==> src/rtl/serial_adder_pkg.sv <==
// Shared types and helpers for the bit-serial adder.
package serial_adder_pkg;

  typedef enum logic [1:0] {
    IDLE = 2'd0,
    ADD  = 2'd1,
    DONE = 2'd2
  } state_t;

  function automatic int cnt_width(input int n);
    return $clog2(n);
  endfunction

endpackage

==> src/rtl/sum_1.sv <==
// One-bit full-adder cell, reused as the slice of the serial adder.
module sum_1 (
  input  logic a,
  input  logic b,
  input  logic cin,
  output logic s,
  output logic cout
);

  assign s    = a ^ b ^ cin;
  assign cout = (a & b) | (cin & (a ^ b));

endmodule

==> src/rtl/serial_adder.sv <==
// Bit-serial N-bit adder: one full-adder slice processes one bit per clock, LSB first.
// Optional macro SERIAL_ADDER_OVF_EN adds a registered two's-complement overflow output ovf.
module serial_adder
  import serial_adder_pkg::*;
#(
  parameter int N = 4
) (
  input  logic         clk,
  input  logic         rst_n,
  input  logic         start,
  input  logic [N-1:0] a,
  input  logic [N-1:0] b,
  input  logic         cin,
  output logic [N-1:0] sum,
  output logic         cout,
  output logic         busy,
  output logic         done
`ifdef SERIAL_ADDER_OVF_EN
  ,
  output logic         ovf
`endif
);

  localparam int CW = cnt_width(N);

  state_t         state_r;
  logic [N-1:0]   a_sh_r;
  logic [N-1:0]   b_sh_r;
  logic [N-1:0]   s_sh_r;
  logic           c_r;
  logic [CW-1:0]  cnt_r;
  logic           s_bit;
  logic           co_bit;
  logic           last;

  sum_1 u_slice (
    .a    (a_sh_r[0]),
    .b    (b_sh_r[0]),
    .cin  (c_r),
    .s    (s_bit),
    .cout (co_bit)
  );

  assign last = (cnt_r == CW'(N - 1));

  // Sequencer, operand/result shift registers and registered outputs
  always_ff @(posedge clk or negedge rst_n) begin
    if (!rst_n) begin
      state_r <= IDLE;
      a_sh_r  <= {N{1'b0}};
      b_sh_r  <= {N{1'b0}};
      s_sh_r  <= {N{1'b0}};
      c_r     <= 1'b0;
      cnt_r   <= {CW{1'b0}};
      sum     <= {N{1'b0}};
      cout    <= 1'b0;
      busy    <= 1'b0;
      done    <= 1'b0;
`ifdef SERIAL_ADDER_OVF_EN
      ovf     <= 1'b0;
`endif
    end else begin
      case (state_r)
        IDLE: begin
          done <= 1'b0;
          if (start) begin
            a_sh_r  <= a;
            b_sh_r  <= b;
            c_r     <= cin;
            cnt_r   <= {CW{1'b0}};
            busy    <= 1'b1;
            state_r <= ADD;
          end else begin
            busy    <= 1'b0;
          end
        end
        ADD: begin
          a_sh_r <= {1'b0, a_sh_r[N-1:1]};
          b_sh_r <= {1'b0, b_sh_r[N-1:1]};
          s_sh_r <= {s_bit, s_sh_r[N-1:1]};
          c_r    <= co_bit;
          cnt_r  <= cnt_r + CW'(1);
          // The final sum bit is merged straight into the result register
          if (last) begin
            sum     <= {s_bit, s_sh_r[N-1:1]};
            cout    <= co_bit;
`ifdef SERIAL_ADDER_OVF_EN
            ovf     <= c_r ^ co_bit;
`endif
            busy    <= 1'b0;
            done    <= 1'b1;
            state_r <= DONE;
          end
        end
        DONE: begin
          done    <= 1'b0;
          busy    <= 1'b0;
          state_r <= IDLE;
        end
        default: begin
          done    <= 1'b0;
          busy    <= 1'b0;
          state_r <= IDLE;
        end
      endcase
    end
  end

endmodule
==> config.mk <==
export PLATFORM = sky130hd
export DESIGN_NAME = serial_adder
export DESIGN_NICKNAME = d
export VERILOG_FILES = /design/src/rtl/serial_adder_pkg.sv /design/src/rtl/sum_1.sv /design/src/rtl/serial_adder.sv
export SDC_FILE = /design/constraint.sdc
export NUM_CORES = 1
export LEC_CHECK = 0
export ABC_AREA = 1
export CORE_ASPECT_RATIO = 0.75
export CORE_UTILIZATION = 54
export CTS_BUF_LIST = sky130_fd_sc_hd__clkbuf_4
export CTS_CLUSTER_DIAMETER = 200
export DETAILED_ROUTE_END_ITERATION = 10
export GPL_TIMING_DRIVEN = 0
export PLACE_DENSITY_LB_ADDON = 0.25
export SLEW_MARGIN = 20
export SYNTH_ARGS = -nofsm -noshare
export SYNTH_HDL_FRONTEND = slang
export SYNTH_SLANG_ARGS = --single-unit
==> constraint.sdc <==
create_clock -name clk -period 1.6 [get_ports clk]
set_input_delay 0.48 -clock clk [delete_from_list [all_inputs] [get_ports clk]]
set_output_delay 0.48 -clock clk [all_outputs]
set_load 0.1 [all_outputs]
==> summary.md <==
| Metric | Value |
|---|---|
| Max Clock Freq | 670 MHz |
| Clock root buffer | clkbuf_4 |
| Leakage | 0.710 nW |
| Syn. warnings | 0 |
| Vias per cell | 4.88 |
| All-Layer GR Usage | 0.210 |
| CTS tree | yes |
| Layout Utilization | 0.725 |
| Hold Path Class | primary input to asynchronous set/reset pin |
| Post-Synthesis Cells | around 120 |
| Synth cell types | 19 |
| Worst endpoint required time | 1.12 ns |
| Post-route ant nets | 0 |
| H-Tree Level Count | 1 |
| # setup viols final | 0 |
| Gr ovfl total | 0 |
| Worst R2R Setup Slack | 0.36 ns |
| RePlAce Congestion | around 0.74 |
| Status | completed |
| Routed via count | 810 |
| Netlist Area Pre-Place | around 1100 sq um |
| DR DRC count | 0 |
| Global-route wire length before repair | ~3200 microns |
| Fin crit share | 0.933 |
| Unrepaired setup endpoints after global routing | false |
| # hold bufs at CTS | 0 |
| Slowest cell on the critical path | dfrtp_1 |
| Post-synthesis register bit count | 23 |
| Clock Latency Late Sink | about 0.31 ns |
| Worst R2R End | c_r |
| Finished Layout Cells | 166 |
| Worst slew margin | 0.663 |
| Buf/Inv on CP | 1 |
| DR iter-0 viols | 12 |
| CP peak stage delay | 0.37 ns |
| Placed cell count | roughly 160 |
| Routed WL per cell | 11.7 microns |
| Worst-path maximum fanout | 2 |
| Worst vdd ir | between 1.5 and 2 mV |
| Worst-path clk slew | 0.13 ns |
| Clk sinks | 23 |
| TritonRoute pass-1 iters | 4 |
| Reg2reg start | c_r |
| Io pins | 19 |
| Die area | 2240 sq um |
| Endpoints failing hold | 0 |
| Layout area overhead | 19.2% |
| CP arrival | 1.01 ns |
| Core footprint | 1820 sq um |
| CP startpoint kind | register |
| CTS buffer count | 3 |
| CP cell instances | clkbuf_4 |
| Net Count, Synth | roughly 140 |
| Vias in the first global route | 725 |
| Layout cells sized above 1 | 0.201 |
| Fin nets | 159 |
| Setup WS pre-CTS | -0.366 ns |
| MaxCap Viol Count | 0 |
| Final setup margin | between 0.1 and 0.15 ns |
| CP Capture Type | output port |
| Initial antenna violation count | 0 |
| Core Rows | 13 |
| Max Root-Sink Buffers | 2 |
| Skew final | about 0.0026 ns |
| Pwr/cell area | 2330 nW/um^2 |
| Worst Tran Pin Value | 0.505 ns |
| Initial Util | 0.608 |
| Hpwl dp | 1410 microns |
| Post-CTS setup buffer count | 0 |
| R2r worst-path depth | 5 |
| IO Port Bufs | 18 |
| Sequential fraction of the synthesis area | 0.520 |
| Largest net degree at the start of global routing | 24 |
| Crit Path Class | register to output port |
| Clock period minus worst slack | 1.49 ns |
| Avg Cell Area, Syn | 9.08 sq um |
| Die Wd | about 54 microns |
| Die extent in y | 41.2 microns |
| Final Max Tran Viols | 0 |
| Fin Setup TNS | 0 ns |
| Final Power | around 3.1 mW |
| Cell family with most CP delay | flip-flops |
| ANT cells | 0 |
| Final WL | a little under 2000 microns |
per-layer routing:
layer  up-vias  share of wire  global-route usage
met5         -              0                   0
met4         0         0.0051              0.0385
met3         2          0.057              0.0778
met2        21           0.45               0.348
met1       367           0.49               0.267
li1        420              -                   -
synth_stat cells:
master     n  area share
nand2_8    1       0.018
nor2_4     1       0.010
nand3_1   12       0.054
nand3_2    2       0.018
fa_1       1       0.018
o21ai_0    4       0.018
buf_6      3       0.031
a21oi_4    1       0.015
nand3b_1   1      0.0068
dfrtp_1   23        0.52
o21ai_2    2       0.016
inv_1     18       0.061
o21ai_1    4       0.018
inv_4      1      0.0057
inv_2      3       0.010
nand2_1   37        0.13
nand2_4    3       0.031
ha_1       1       0.011
nor2_1     4       0.014
cell usage in the layout, fill, tap and decap left out:
master | Yosys | routed
o21ai_0 | 4 | 4
ha_1 | 1 | 1
dfrtp_1 | 23 | 23
nor2_1 | 4 | 4
nand3_2 | 2 | 2
buf_6 | 3 | 3
nand2_8 | 1 | 1
nor2_4 | 1 | 1
inv_4 | 1 | 1
nand2_1 | 37 | 37
o21ai_2 | 2 | 2
nand2_4 | 3 | 3
nand3_1 | 12 | 12
nand3b_1 | 1 | 1
clkdlybuf4s50_1 | 0 | 10
buf_4 | 0 | 2
fa_1 | 1 | 1
clkinv_2 | 0 | 1
a21oi_4 | 1 | 1
inv_1 | 18 | 18
buf_2 | 0 | 1
o21ai_1 | 4 | 4
inv_2 | 3 | 3
clkbuf_4 | 0 | 8
sequential cells by signal (all words and copies together), names as in the netlist:
signal,flops
done,1
cnt_r,2
sum,4
s_sh_r,3
busy,1
cout,1
c_r,1
b_sh_r,4
state_r,2
a_sh_r,4
metrics by stage:
stage	area [sq um]	hold WS, ns
after CTS	1310	0.496
final	1320	0.109
after detailed placement	1320	0.464
after global placement	1320	0.453
after global routing	1320	0.136
after floorplan	1110	0.184
timing repair:
action,in CTS,in global routing
pin swaps,0,0
gates resized for setup,37,5
endpoints found under the setup margin,7,5
layout make-up:
type                            instances  area, sq um
Buffer                                  3         33.8
Sequential cell                        23          576
Timing Repair Buffer                   18          158
Inverter                               22         85.1
Multi-Input combinational cell         74          413
Tap cell                               22         27.5
Clock buffer                            3         22.5
Fill cell                             147          502
Clock inverter                          1         5.00
cell families (layout without fill, tap and decap cells):
| group | after synthesis | after routing | synth area share |
|---|---|---|---|
| DFF | 23 | 23 | 0.520 |
| adders and majority gates | 2 | 2 | 0.0294 |
| and+or+nand+nor | 61 | 61 | 0.277 |
| buffers and inverters | 25 | 47 | 0.107 |
| AOI/OAI and AO/OA | 11 | 11 | 0.0667 |
power breakdown:
group | internal (mW) | switching, mW | total (mW)
Combinational | 0.546 | 1.25 | 1.80
Clock | 0.0936 | 0.179 | 0.273
Sequential | 0.849 | 0.158 | 1.01
worst max path at each step:
stage | depth (start not counted) | slack, ns | from | endpoint
after floorplan | 0 | 0.22 | done | done
after global placement | 1 | -0.34 | cout | cout
after detailed placement | 1 | -0.37 | sum[3] | sum[3]
after CTS | 1 | 0.0002 | sum[0] | sum[0]
after global routing | 1 | 0.06 | sum[1] | sum[1]
final | 1 | 0.11 | cout | cout
No activity file was read; power rests on OpenSTA's default activity.
==> patch (same settings) <==
Add a define of `SERIAL_ADDER_OVF_EN`.
--- a/src/rtl/serial_adder.sv
+++ b/src/rtl/serial_adder.sv
@@ -1,4 +1,6 @@
 // Bit-serial N-bit adder: one full-adder slice processes one bit per clock, LSB first.
 // Optional macro SERIAL_ADDER_OVF_EN adds a registered two's-complement overflow output ovf.
+`define SERIAL_ADDER_OVF_EN
+
 module serial_adder
   import serial_adder_pkg::*;
Formal check against the unedited RTL (old outputs only; new: ovf): equivalent (equiv_simple and equiv_induct, registers matched by name and starting in step).
==> patch against the unedited design <==
- routed wire length grew 13%
- cell count grew 5.4%
- area after synthesis grew 5.6%
- cell area grew 7.4%
- die area grew 5.4%
- worst setup slack lost 0.0052 ns
- sequential cell count grew 1
- fmax shrank 0.35%
Power is left out: the tool's default activity adds up to more than one toggle a clock period on the data nets, which glitch-free logic cannot reach.
==> patch: results (changes against the unedited design) <==
stage	metric	value	unit	change
clock_network	Clock Root Buffer	clkbuf_4		unchanged
global_route	M3 GR Usage	5.86	%	was 7.78%
synth	Synth area leaders	dfrtp_1 (51%), nand2_1 (13%), inv_1 (6.1%)		was dfrtp_1 (52%), nand2_1 (13%), inv_1 (6.1%)
route	Iteration-0 DRC Markers	21		was 12
global_route	met2 Use GR	38.8	%	was 34.8%
synth	Synth Area in Adders	2.78	%	was 2.94%
synth	Synth Area in XOR/XNOR	0.749	%	was 0%
worst_setup_path	Worst path slowest cell	dfrtp_1		unchanged
final_layout	number of diodes	0		unchanged
placed_design	hpwl dp	1560	µm	was 1410 µm
final_layout	proportion of layout cells with a drive suffix above 1	22.5	%	was 20.1%
route	TritonRoute pass-1 iters	4		unchanged
timing	Max-slew headroom	64.6	%	was 66.3%
global_route	initial antenna violation count	0		unchanged
global_route	largest net degree at the start of global routing	25		was 24
global_route	first-pass GRT wire length	3750	µm	was 3150 µm
synth	register area share after synthesis	51.3	%	was 52.0%
outcome	status	finished clean		unchanged
synth	Mapped Nets	142		was 136
worst_setup_path	CP peak stage delay	0.38	ns	
timing	Fin Clk Skew	0.0227	ns	was 0.00259 ns
global_route	total track usage	22.2	%	was 21.0%
synth	Post-synth ARST share	100	%	unchanged
clock_network	worst skew pair latency	0.34	ns	was 0.31 ns
synth	Post-synth top cells	nand2_1 (40), dfrtp_1 (24), inv_1 (19)		was nand2_1 (37), dfrtp_1 (23), inv_1 (18)
final_layout	fill count	162		was 147
placed_design	port bufs	19		was 18
synth	mux share of post-synthesis cell area	0	%	unchanged
clock_network	CTS Buffer Depth	2		unchanged
global_route	GR Util met1	25.2	%	was 26.7%
hold_path	class of the worst hold path	in2async		unchanged
clock_network	Num CTS Buffers	3		unchanged
flow_run	MaxCap Viol Count	0		unchanged
clock_network	Clock Pin Slew Worst Setup and Hold Paths	0.15	ns	was 0.13 ns
synth	Yosys cell types	21		was 19
synth	Synth Area in Compound Gates	6.31	%	was 6.67%
synth	Yosys warning count	0		unchanged
worst_setup_path	delay-heaviest family, CP	flip-flops		unchanged
route	WL/cell	12.6	µm	was 11.7 µm
final_layout	Largest regs	a_sh_r: 4 flops, b_sh_r: 4 flops, sum: 4 flops		unchanged
route	Via density	5.09		was 4.88
final_layout	Layout Nets	166		was 159
placed_design	Routability Congestion	0.757		was 0.736
global_route	vias in the first global route	889		was 725
worst_setup_path	Crit Path Max Fanout	2		unchanged
clock_network	H-tree depth	1		unchanged
synth	dominant synthesized flop cell	dfrtp_1		unchanged
## patch: area by class of cell
| type | instances | share of cell area (%) |
|---|---|---|
| Sequential cell | 24 | 42.4 |
| Multi-Input combinational cell | 79 | 32.0 |
| Timing Repair Buffer | 19 | 11.7 |
| Inverter | 22 | 6.00 |
| Clock inverter | 1 | 2.12 |
| Buffer | 3 | 2.12 |
| Tap cell | 24 | 2.12 |
| Clock buffer | 3 | 1.59 |
## patch: final timing paths
check / startpoint / end / slack (ns) / cells past startpoint
worst max register to register: c_r / c_r / 0.28 / 5
max in group asynchronous: rst_n / cout / 1.13 / 1
worst min-delay path: rst_n / b_sh_r[3] / 0.09 / 1
worst min register to register: s_sh_r[1] / sum[0] / 0.50 / 2
worst max-delay path: sum[1] / sum[1] / 0.10 / 1
min in group clk: s_sh_r[1] / sum[0] / 0.50 / 2
## patch: logic make-up after synthesis
kind of cell | count (synthesis)
AND/OR/NAND/NOR | 65
buffers and inverters | 25
flip-flops | 24
AO/OA/AOI/OAI | 11
adder cells (fa/ha/maj) | 2
XOR/XNOR | 1
## patch: what timing repair did
action / CTS / global route
endpoints found under the setup margin: 8 / 1
resized for setup: 47 / 1
hold buffers: 0 / 0
setup buffers: 0 / 0
endpoints found under the hold margin: 0 / 0
## patch: metal layers
metal	share of wire [%]	wire length [µm]
met4	2.2	48
met1	45	982
met3	4.0	87
met5	0	0
met2	49	1080
## patch: stage by stage
stage                     setup TNS [ns]  instances  setup slack (ns)  cell area (µm²)
final                                  0        175             0.103             1420
after global routing                   0        175            0.0657             1420
after CTS                              0        175           0.00154             1420
after detailed placement           -7.48        171            -0.354             1390
after global placement             -6.28        171            -0.335             1390
after floorplan                        0        128             0.222             1170
